[config.mk]
export PLATFORM = sky130hd
export DESIGN_NAME = spart_rx
export DESIGN_NICKNAME = d
export VERILOG_FILES = /design/src/rtl/spart_pkg.sv /design/src/rtl/spart_baud_gen.sv /design/src/rtl/spart_rx.sv
export SDC_FILE = /design/constraint.sdc
export NUM_CORES = 1
export LEC_CHECK = 0
export ABC_AREA = 0
export CORE_MARGIN = 2
export CORE_UTILIZATION = 63
export CTS_BUF_LIST = sky130_fd_sc_hd__clkbuf_8
export DETAILED_ROUTE_END_ITERATION = 6
export PLACE_DENSITY = 0.87
export SYNTH_ARGS = -nofsm -noshare
export SYNTH_HDL_FRONTEND = slang
export SYNTH_HIERARCHICAL = 1
export SYNTH_SLANG_ARGS = --single-unit
[constraint.sdc]
create_clock -name clk -period 3.1 [get_ports clk]
set_input_delay 0.93 -clock clk [delete_from_list [all_inputs] [get_ports clk]]
set_output_delay 0.93 -clock clk [all_outputs]
set_load 0.1 [all_outputs]
[src/rtl/spart_pkg.sv]
// Shared SPART types and constants: receive state encoding, oversampling
// ratio, standard baud divisors (50 MHz clock) and a 2-of-3 vote helper.
package spart_pkg;

  typedef enum logic [2:0] {IDLE, START, DATA, STOP, BREAK} rx_state_t;

  localparam int OVS_DEF = 16;

  localparam logic [15:0] DIV_4800  = 16'h028A;
  localparam logic [15:0] DIV_9600  = 16'h0145;
  localparam logic [15:0] DIV_19200 = 16'h00A2;
  localparam logic [15:0] DIV_38400 = 16'h0050;

  function automatic logic maj3(input logic a, input logic b, input logic c);
    return (a & b) | (a & c) | (b & c);
  endfunction

endpackage

[src/rtl/spart_baud_gen.sv]
// Baud tick generator shared by the SPART rx and tx paths: latches the
// divisor on restart and emits a one-clock tick every divisor+1 clocks.
module spart_baud_gen
  import spart_pkg::*;
#(
  parameter int DIV_W = 16
) (
  input  logic             clk,
  input  logic             rst,
  input  logic [DIV_W-1:0] divisor,
  input  logic             restart,
  output logic             tick
);

  logic [DIV_W-1:0] div_q;
  logic [DIV_W-1:0] cnt;

  // restart re-phases the counter so the first tick lands divisor+1 clocks later
  always_ff @(posedge clk) begin
    if (rst) begin
      div_q <= '0;
      cnt   <= '0;
      tick  <= 1'b0;
    end else if (restart) begin
      div_q <= divisor;
      cnt   <= divisor;
      tick  <= 1'b0;
    end else if (cnt == '0) begin
      cnt   <= div_q;
      tick  <= 1'b1;
    end else begin
      cnt   <= cnt - 1'b1;
      tick  <= 1'b0;
    end
  end

endmodule

[src/rtl/spart_rx.sv]
// SPART receive engine: 8N1 deserialiser with 16x oversampling, start-bit
// validation, break handling, framing and overrun flags. Optional 2-of-3
// majority voting per bit when SPART_RX_MAJORITY_EN is defined.
module spart_rx
  import spart_pkg::*;
#(
  parameter int OVS   = OVS_DEF,
  parameter int DIV_W = 16
) (
  input  logic             clk,
  input  logic             rst,
  input  logic             rxd,
  input  logic [DIV_W-1:0] divisor,
  input  logic             rd_ack,
  output logic [7:0]       rx_data,
  output logic             rda,
  output logic             framing_err,
  output logic             overrun,
  output logic             busy
);

  localparam logic [3:0] T_MID = 4'(OVS / 2 - 1);
  localparam logic [3:0] T_END = 4'(OVS - 1);

  rx_state_t  state;
  logic       sync1, rxs, rxs_d;
  logic       tick, start;
  logic       start_dec, bit_dec, bit_val, frame_done;
  logic [3:0] tcnt;
  logic [2:0] bcnt;
  logic [7:0] shreg;

  always_ff @(posedge clk) begin
    if (rst) begin
      sync1 <= 1'b1;
      rxs   <= 1'b1;
      rxs_d <= 1'b1;
    end else begin
      sync1 <= rxd;
      rxs   <= sync1;
      rxs_d <= rxs;
    end
  end

  assign start = (state == IDLE) && rxs_d && !rxs;

  spart_baud_gen #(.DIV_W(DIV_W)) u_baud (
    .clk     (clk),
    .rst     (rst),
    .divisor (divisor),
    .restart (start),
    .tick    (tick)
  );

`ifdef SPART_RX_MAJORITY_EN
  logic [1:0] vote;
  logic       armed;

  // vote holds the two previous tick samples; armed marks that the previous
  // tick was tcnt==15, so a freshly cleared tcnt==0 is not taken as a decision
  always_ff @(posedge clk) begin
    if (rst || start) begin
      vote  <= 2'b11;
      armed <= 1'b0;
    end else if (tick) begin
      vote  <= {vote[0], rxs};
      armed <= (tcnt == T_END);
    end
  end

  assign bit_val   = maj3(vote[1], vote[0], rxs);
  assign start_dec = tick && (tcnt == T_MID + 4'd1);
  assign bit_dec   = tick && armed && (tcnt == 4'd0);
`else
  assign bit_val   = rxs;
  assign start_dec = tick && (tcnt == T_MID);
  assign bit_dec   = tick && (tcnt == T_END);
`endif

  assign frame_done = (state == STOP) && bit_dec;

  always_ff @(posedge clk) begin
    if (rst) begin
      state       <= IDLE;
      tcnt        <= '0;
      bcnt        <= '0;
      shreg       <= '0;
      rx_data     <= '0;
      rda         <= 1'b0;
      framing_err <= 1'b0;
      overrun     <= 1'b0;
      busy        <= 1'b0;
    end else begin
      if (tick) tcnt <= tcnt + 4'd1;

      unique case (state)
        IDLE: if (start) begin
          tcnt  <= '0;
          bcnt  <= '0;
          state <= START;
          busy  <= 1'b1;
        end
        START: if (start_dec) begin
          if (!bit_val) begin
            state <= DATA;
            tcnt  <= '0;
          end else begin
            state <= IDLE;
            busy  <= 1'b0;
          end
        end
        DATA: if (bit_dec) begin
          shreg <= {bit_val, shreg[7:1]};
          bcnt  <= bcnt + 3'd1;
          if (bcnt == 3'd7) state <= STOP;
        end
        STOP: if (bit_dec) begin
          if (bit_val) begin
            state <= IDLE;
            busy  <= 1'b0;
          end else begin
            state <= BREAK;
          end
        end
        BREAK: if (rxs) begin
          state <= IDLE;
          busy  <= 1'b0;
        end
        default: begin
          state <= IDLE;
          busy  <= 1'b0;
        end
      endcase

      // a read in the same cycle as completion frees the buffer for the new byte
      if (frame_done) begin
        if (!rda || rd_ack) begin
          rx_data     <= shreg;
          rda         <= 1'b1;
          framing_err <= !bit_val;
          if (rd_ack) overrun <= 1'b0;
        end else begin
          overrun <= 1'b1;
        end
      end else if (rd_ack && rda) begin
        rda         <= 1'b0;
        framing_err <= 1'b0;
        overrun     <= 1'b0;
      end
    end
  end

endmodule
-- After elaboration in Yosys (flattened, before gate mapping)
Index checks and enable logic that the tools add are counted.
- output and inout port bits: 12
- memories kept: 0
- input port bits: 20
- RAM bits: 0
- register bits after elaboration: 66
- memory bits (read-only): 0
- bits in latches: 0
- equality and inequality tests: 15
- add/subtract/negate cells: 3
- multiply operators: 0
- divide/modulo/power cells: 0
- $lt $le $gt $ge: 0
- reduce and logical (&&, ||, !) cells: 21
- bitwise logic cells: 1
- muxes and demuxes: 33
- shift operators: 0
- operators with widths (operator ; number):
    two-way mux 16 bit ; 2
    two-way mux 3 bit ; 9
    logical NOT 16 bit ; 1
    two-way mux 4 bit ; 4
    subtractor 16 x 1 -> 16 bit, second input constant ; 1
    case mux 3 bit (5 select lines) ; 1
    two-way mux 1 bit ; 13
    inequality test 2 bit, second input constant ; 6
    case mux 4 bit (2 select lines) ; 1
    AND reduction 2 bit ; 4
    equality test 3 x 2 -> 1 bit, second input constant ; 2
    equality test 3 bit, second input constant ; 2
    logical AND 1 bit ; 6
    case mux 3 bit (2 select lines) ; 1
    AND reduction 6 bit ; 1
    case mux 1 bit (5 select lines) ; 1
    adder 4 x 1 -> 4 bit, second input constant ; 1
    equality test 4 x 3 -> 1 bit, second input constant ; 1
    equality test 4 bit, second input constant ; 1
    AND reduction 4 bit ; 1
    nonzero test 2 bit ; 2
    adder 3 x 1 -> 3 bit, second input constant ; 1
    equality test 3 x 1 -> 1 bit, second input constant ; 1
    logical NOT 3 bit ; 1
    other kinds (8) ; 9

-- Logic depth before layout (Yosys ltp)
- depth after elaboration: 5
- gate-level depth with buffers: 10
- gate-level depth less buffers: 7

-- Cells and area by module
The synthesis kept the hierarchy.
- by module, submodules not included (module ; cells each ; area an instance (sq um) ; sequential area each (sq um) ; times used):
    spart_baud_gen ; 195 ; 1641.6 ; 660.6 ; 1
    spart_rx ; 171 ; 1526.5 ; 660.6 ; 1

-- Worst setup path after synthesis
OpenSTA, ideal clock, no wires.
- path type: input to register
- from: input port rst
- to: register u_baud.cnt[7]
- path buffers: 2
- stages on the path: 6
- arrival: 1859 ps
- required time: 3031 ps
- path slack: 1171 ps
- cells stage by stage: clkbuf_1 or2_2 buf_1 a31oi_1 o221ai_1 o21ai_1
- RTL lines (element ; line ; text):
    from (decl) ; spart_rx.sv:11 ; input logic rst,
    to (signal assigned) ; spart_baud_gen.sv:26 ; cnt <= divisor;
    to (signal assigned) ; spart_baud_gen.sv:29 ; cnt <= div_q;
    to (signal assigned) ; spart_baud_gen.sv:32 ; cnt <= cnt - 1'b1;
    to (decl) ; spart_baud_gen.sv:16 ; logic [DIV_W-1:0] cnt;

-- Worst setup path after layout
- from: register u_baud.cnt[0]
- to: register u_baud.cnt[12]
- cells in the longest elaborated chain, start to end: 3
- elaborated cells on any way between the ends: 4
- classes of those cells: add/sub: 1; mux: 2; reduce/logical: 1
- ends and longest elaborated chain (element ; line ; text):
    subtractor 16 x 1 -> 16 bit / logical NOT 16 bit (equally long branches) ; spart_baud_gen.sv:32, spart_baud_gen.sv:28 ;
    two-way mux 16 bit (*) ; spart_baud_gen.sv:28 ; end else if (cnt == '0) begin
    two-way mux 16 bit (*) ; spart_baud_gen.sv:24 ; end else if (restart) begin
Every way passes the cells marked *; elsewhere a longest branch is shown, timed or not.
A chain may end at the register's enable or synchronous reset.

==> flow_metrics.env <==
export IMPL_status="completed"
export IMPL_syn_area_sq_mm=0.00317
export IMPL_power_frac_clock_pct=25.6
export IMPL_fin_util_pct=75.2
export IMPL_p_switching_mw=0.927
export IMPL_rsz0062_at_grt="false"
export IMPL_io_pins=32
export IMPL_critPathLaunch="u_baud/cnt[0]$_SDFF_PP0_"
export IMPL_drv_cap=0
export IMPL_cts_tree="yes"
export IMPL_p_sw_share_pct=35.0
export IMPL_numClockSinks=66
export IMPL_clockRootBuffer="clkbuf_8"
export IMPL_endpoint_kind="flop"
export IMPL_htreeDepth=3
export IMPL_seqCellArea_sq_mm=0.00132
export IMPL_start_util_pct=66.2
export IMPL_grt_pass1_vias=2356
export IMPL_clock_fmax_mhz=450
export IMPL_drive_gt1_share_pct=12.4
export IMPL_antenna_found_initial=0
export IMPL_grt_max_degree=42
export IMPL_combPwrFrac_pct=33.4
export IMPL_startpoint_type="flop"
export IMPL_ys_flop_type="dfxtp_1"
export IMPL_synth_cell_type_count=59
export IMPL_worst_hold_slack_ns=0.423
export IMPL_synthArstFlopShare_pct=0
export IMPL_drt_iter0_drc=233
export IMPL_power_mw=2.64
export IMPL_syn_avg_cell_area_sq_um=8.66
export IMPL_tightest_slew_ns=0.858
export IMPL_syn_inst=366
export IMPL_clockBufferDepth=2
export IMPL_critPathRequiredTime_ns=3.36
export IMPL_multiInputGateArea_sq_mm=0.00168
export IMPL_area_growth_pct=13.7
export IMPL_yosys_warnings=6
export IMPL_wl_per_cell_microns=14.6
export IMPL_finalMaxSlewViolations=0
export IMPL_cts_reportedPaths_clkPinSlew_ns=0.07
export IMPL_n_antenna_cell=0
export IMPL_synth_edf_count=0
export IMPL_critical_path_class="reg2reg"
export IMPL_core_region_area_sq_mm=0.00479
export IMPL_syn_nets=391
export IMPL_cts_setup_buffers=0
export IMPL_num_rows=25
export IMPL_port_buffers=31
export IMPL_finalClockSkew_ns=0.00888
export IMPL_dieArea_sq_mm=0.00561
export IMPL_gp_congestion=0.790
export IMPL_relSlewSlack_pct=42.8
export IMPL_period_minus_slack_ns=2.22
export IMPL_clk_latency_ns=0.34
export IMPL_tns_ns=0
export IMPL_drc_errors=0
export IMPL_sequentialPowerShare_pct=41.0
export IMPL_cp_max_fo=23
export IMPL_ctsHoldBuffers=0
export IMPL_ys_seq_elements=66
export IMPL_drtAntennaViolNets=0
export IMPL_place_hpwl_microns=4410
export IMPL_cts_resized=0
export IMPL_die_y_microns=74.9
export IMPL_rr_startpoint="u_baud/cnt[0]$_SDFF_PP0_"
export IMPL_n_fill_cell=352
export IMPL_die_x_microns=74.9
export IMPL_power_density_mw_per_mm2=735
export IMPL_cts_buffers=9
export IMPL_seq_area_frac_synth_pct=41.7
export IMPL_drt_pass1_iterations=5
export IMPL_layout_nets=407
export IMPL_grtUsageTotal_pct=25.6
export IMPL_grt_overflow=0
export IMPL_hp_class="reg2reg"
export IMPL_via_per_inst=6.10
export IMPL_arrival_ns=2.48
export IMPL_hold_viol=0
export IMPL_num_vias=2764
export IMPL_hp_start="sync1$_SDFF_PP1_"
export IMPL_finalSetupViolations=0
export IMPL_grt_first_pass_wirelength_microns=11000
export IMPL_drt_total_wl_microns=6620
export IMPL_ir_drop_mv=0.545
export IMPL_power_leakage_nw=1.28
export IMPL_fin_crit_sh_pct=71.6
export IMPL_p_int_mw=1.72
==> cell usage after synthesis (4+ instances only) <==
library cell | n | share of area (%)
a21oi_1 | 41 | 6.5
a31oi_1 | 4 | 0.79
buf_2 | 11 | 1.7
clkbuf_1 | 14 | 1.7
dfxtp_1 | 66 | 42
ha_1 | 5 | 2.0
inv_1 | 6 | 0.71
nand2_1 | 31 | 3.7
nand2b_1 | 21 | 4.1
nand3_1 | 12 | 1.9
nand3b_1 | 4 | 0.95
nand4_1 | 12 | 2.4
nor2_1 | 11 | 1.3
nor2b_1 | 5 | 0.99
nor3_1 | 7 | 1.1
nor4_1 | 6 | 1.2
o21ai_0 | 12 | 1.9
o21ai_1 | 12 | 1.9
o22ai_1 | 6 | 1.2
o31ai_1 | 10 | 2.4
or2_2 | 4 | 0.79
xnor2_1 | 4 | 1.1
xor2_1 | 8 | 2.2
==> cell families after synthesis <==
logic type | Yosys count | synth area share [%]
fa+ha+maj | 5 | 1.97
flops | 66 | 41.7
buf+inv | 36 | 5.29
mux | 1 | 0.316
simple gates | 138 | 26.2
compound gates | 108 | 21.2
xor+xnor | 12 | 3.32
==> per-layer routing <==
| metal | vias up | GRT usage, % | wire length [microns] |
|---|---|---|---|
| met5 | - | 0 | 0 |
| li1 | 1374 | - | - |
| met3 | 14 | 5.76 | 271 |
| met2 | 65 | 38.9 | 3170 |
| met4 | 0 | 12.5 | 107 |
| met1 | 1311 | 34.3 | 3070 |
==> power by group through the flow <==
stage / Clock (mW) / Combinational, mW / Sequential [mW]
2_1_floorplan: 0 / 0.730 / 1.07
3_3_place_gp: 0 / 0.828 / 1.10
3_5_place_dp: 0 / 0.862 / 1.10
4_1_cts: 0.689 / 0.871 / 1.08
5_1_grt: 0.719 / 0.967 / 1.10
6_report: 0.676 / 0.883 / 1.09
==> flip-flops by register name, summed over array words and instances, names as in the netlist, 3 cells and up <==
register and flops:
u_baud/div_q 16, state 3, rx_data 8, shreg 8
tcnt 4, bcnt 3, u_baud/cnt 16
==> final timing paths <==
kind / to / slack [ns] / cells after the start
worst max-delay path: u_baud/cnt[12]$_SDFF_PP0_ / 0.88 / 7
worst max register to register: u_baud/cnt[12]$_SDFF_PP0_ / 0.88 / 7
worst min register to register: bit_val$_SDFF_PP1_ / 0.42 / 1
worst min-delay path: bit_val$_SDFF_PP1_ / 0.42 / 1
==> stage by stage <==
step           setup slack (ns)  cell area [sq um]  instances
2_1_floorplan              1.17               3170        366
3_3_place_gp              0.873               3410        438
3_5_place_dp              0.827               3410        438
4_1_cts                   0.912               3600        453
5_1_grt                   0.653               3600        453
6_report                  0.880               3600        453
==> cell type report <==
| type | count | share of cell area (%) |
|---|---|---|
| Clock buffer | 13 | 4.97 |
| Clock inverter | 2 | 0.278 |
| Inverter | 6 | 0.625 |
| Multi-Input combinational cell | 264 | 46.6 |
| Sequential cell | 66 | 36.7 |
| Tap cell | 67 | 2.33 |
| Timing Repair Buffer | 35 | 8.48 |
==> worst max-delay path, stage by stage (launching register included) <==
cell and delay (ns):
dfxtp_1 0.34, inv_1 0.09, ha_1 0.19, nor3b_1 0.21, buf_4 0.18, nand4_2 0.50
or3_1 0.55, o221ai_1 0.08
==> placed cells by master (no fill, tap or decap), types with 2 or more instances in the layout <==
cell / synthesis / routed
nand2_1: 31 / 31
ha_1: 5 / 5
nor3_1: 7 / 7
nand4_2: 3 / 3
nor3b_1: 3 / 3
nand3_1: 12 / 12
inv_1: 6 / 6
nand4_1: 12 / 12
or2_2: 4 / 4
or3_1: 3 / 3
a21oi_1: 41 / 41
o22ai_1: 6 / 6
dfxtp_1: 66 / 66
nor4_1: 6 / 6
nand3b_1: 4 / 4
clkinv_2: 0 / 2
or4_1: 2 / 2
buf_4: 1 / 16
nor4_4: 2 / 2
o221ai_1: 3 / 3
a31oi_1: 4 / 4
nor2b_1: 5 / 5
o21ai_1: 12 / 12
a21o_1: 2 / 2
o31ai_1: 10 / 10
nor2_1: 11 / 11
clkbuf_8: 0 / 13
o21ai_0: 12 / 12
o21a_1: 2 / 2
o41ai_1: 2 / 2
xnor2_1: 4 / 4
nand2b_1: 21 / 21
clkdlybuf4s50_1: 0 / 18
a211oi_1: 3 / 3
xor2_1: 8 / 8
or3b_1: 2 / 2
(Power assumes the default switching activity.)
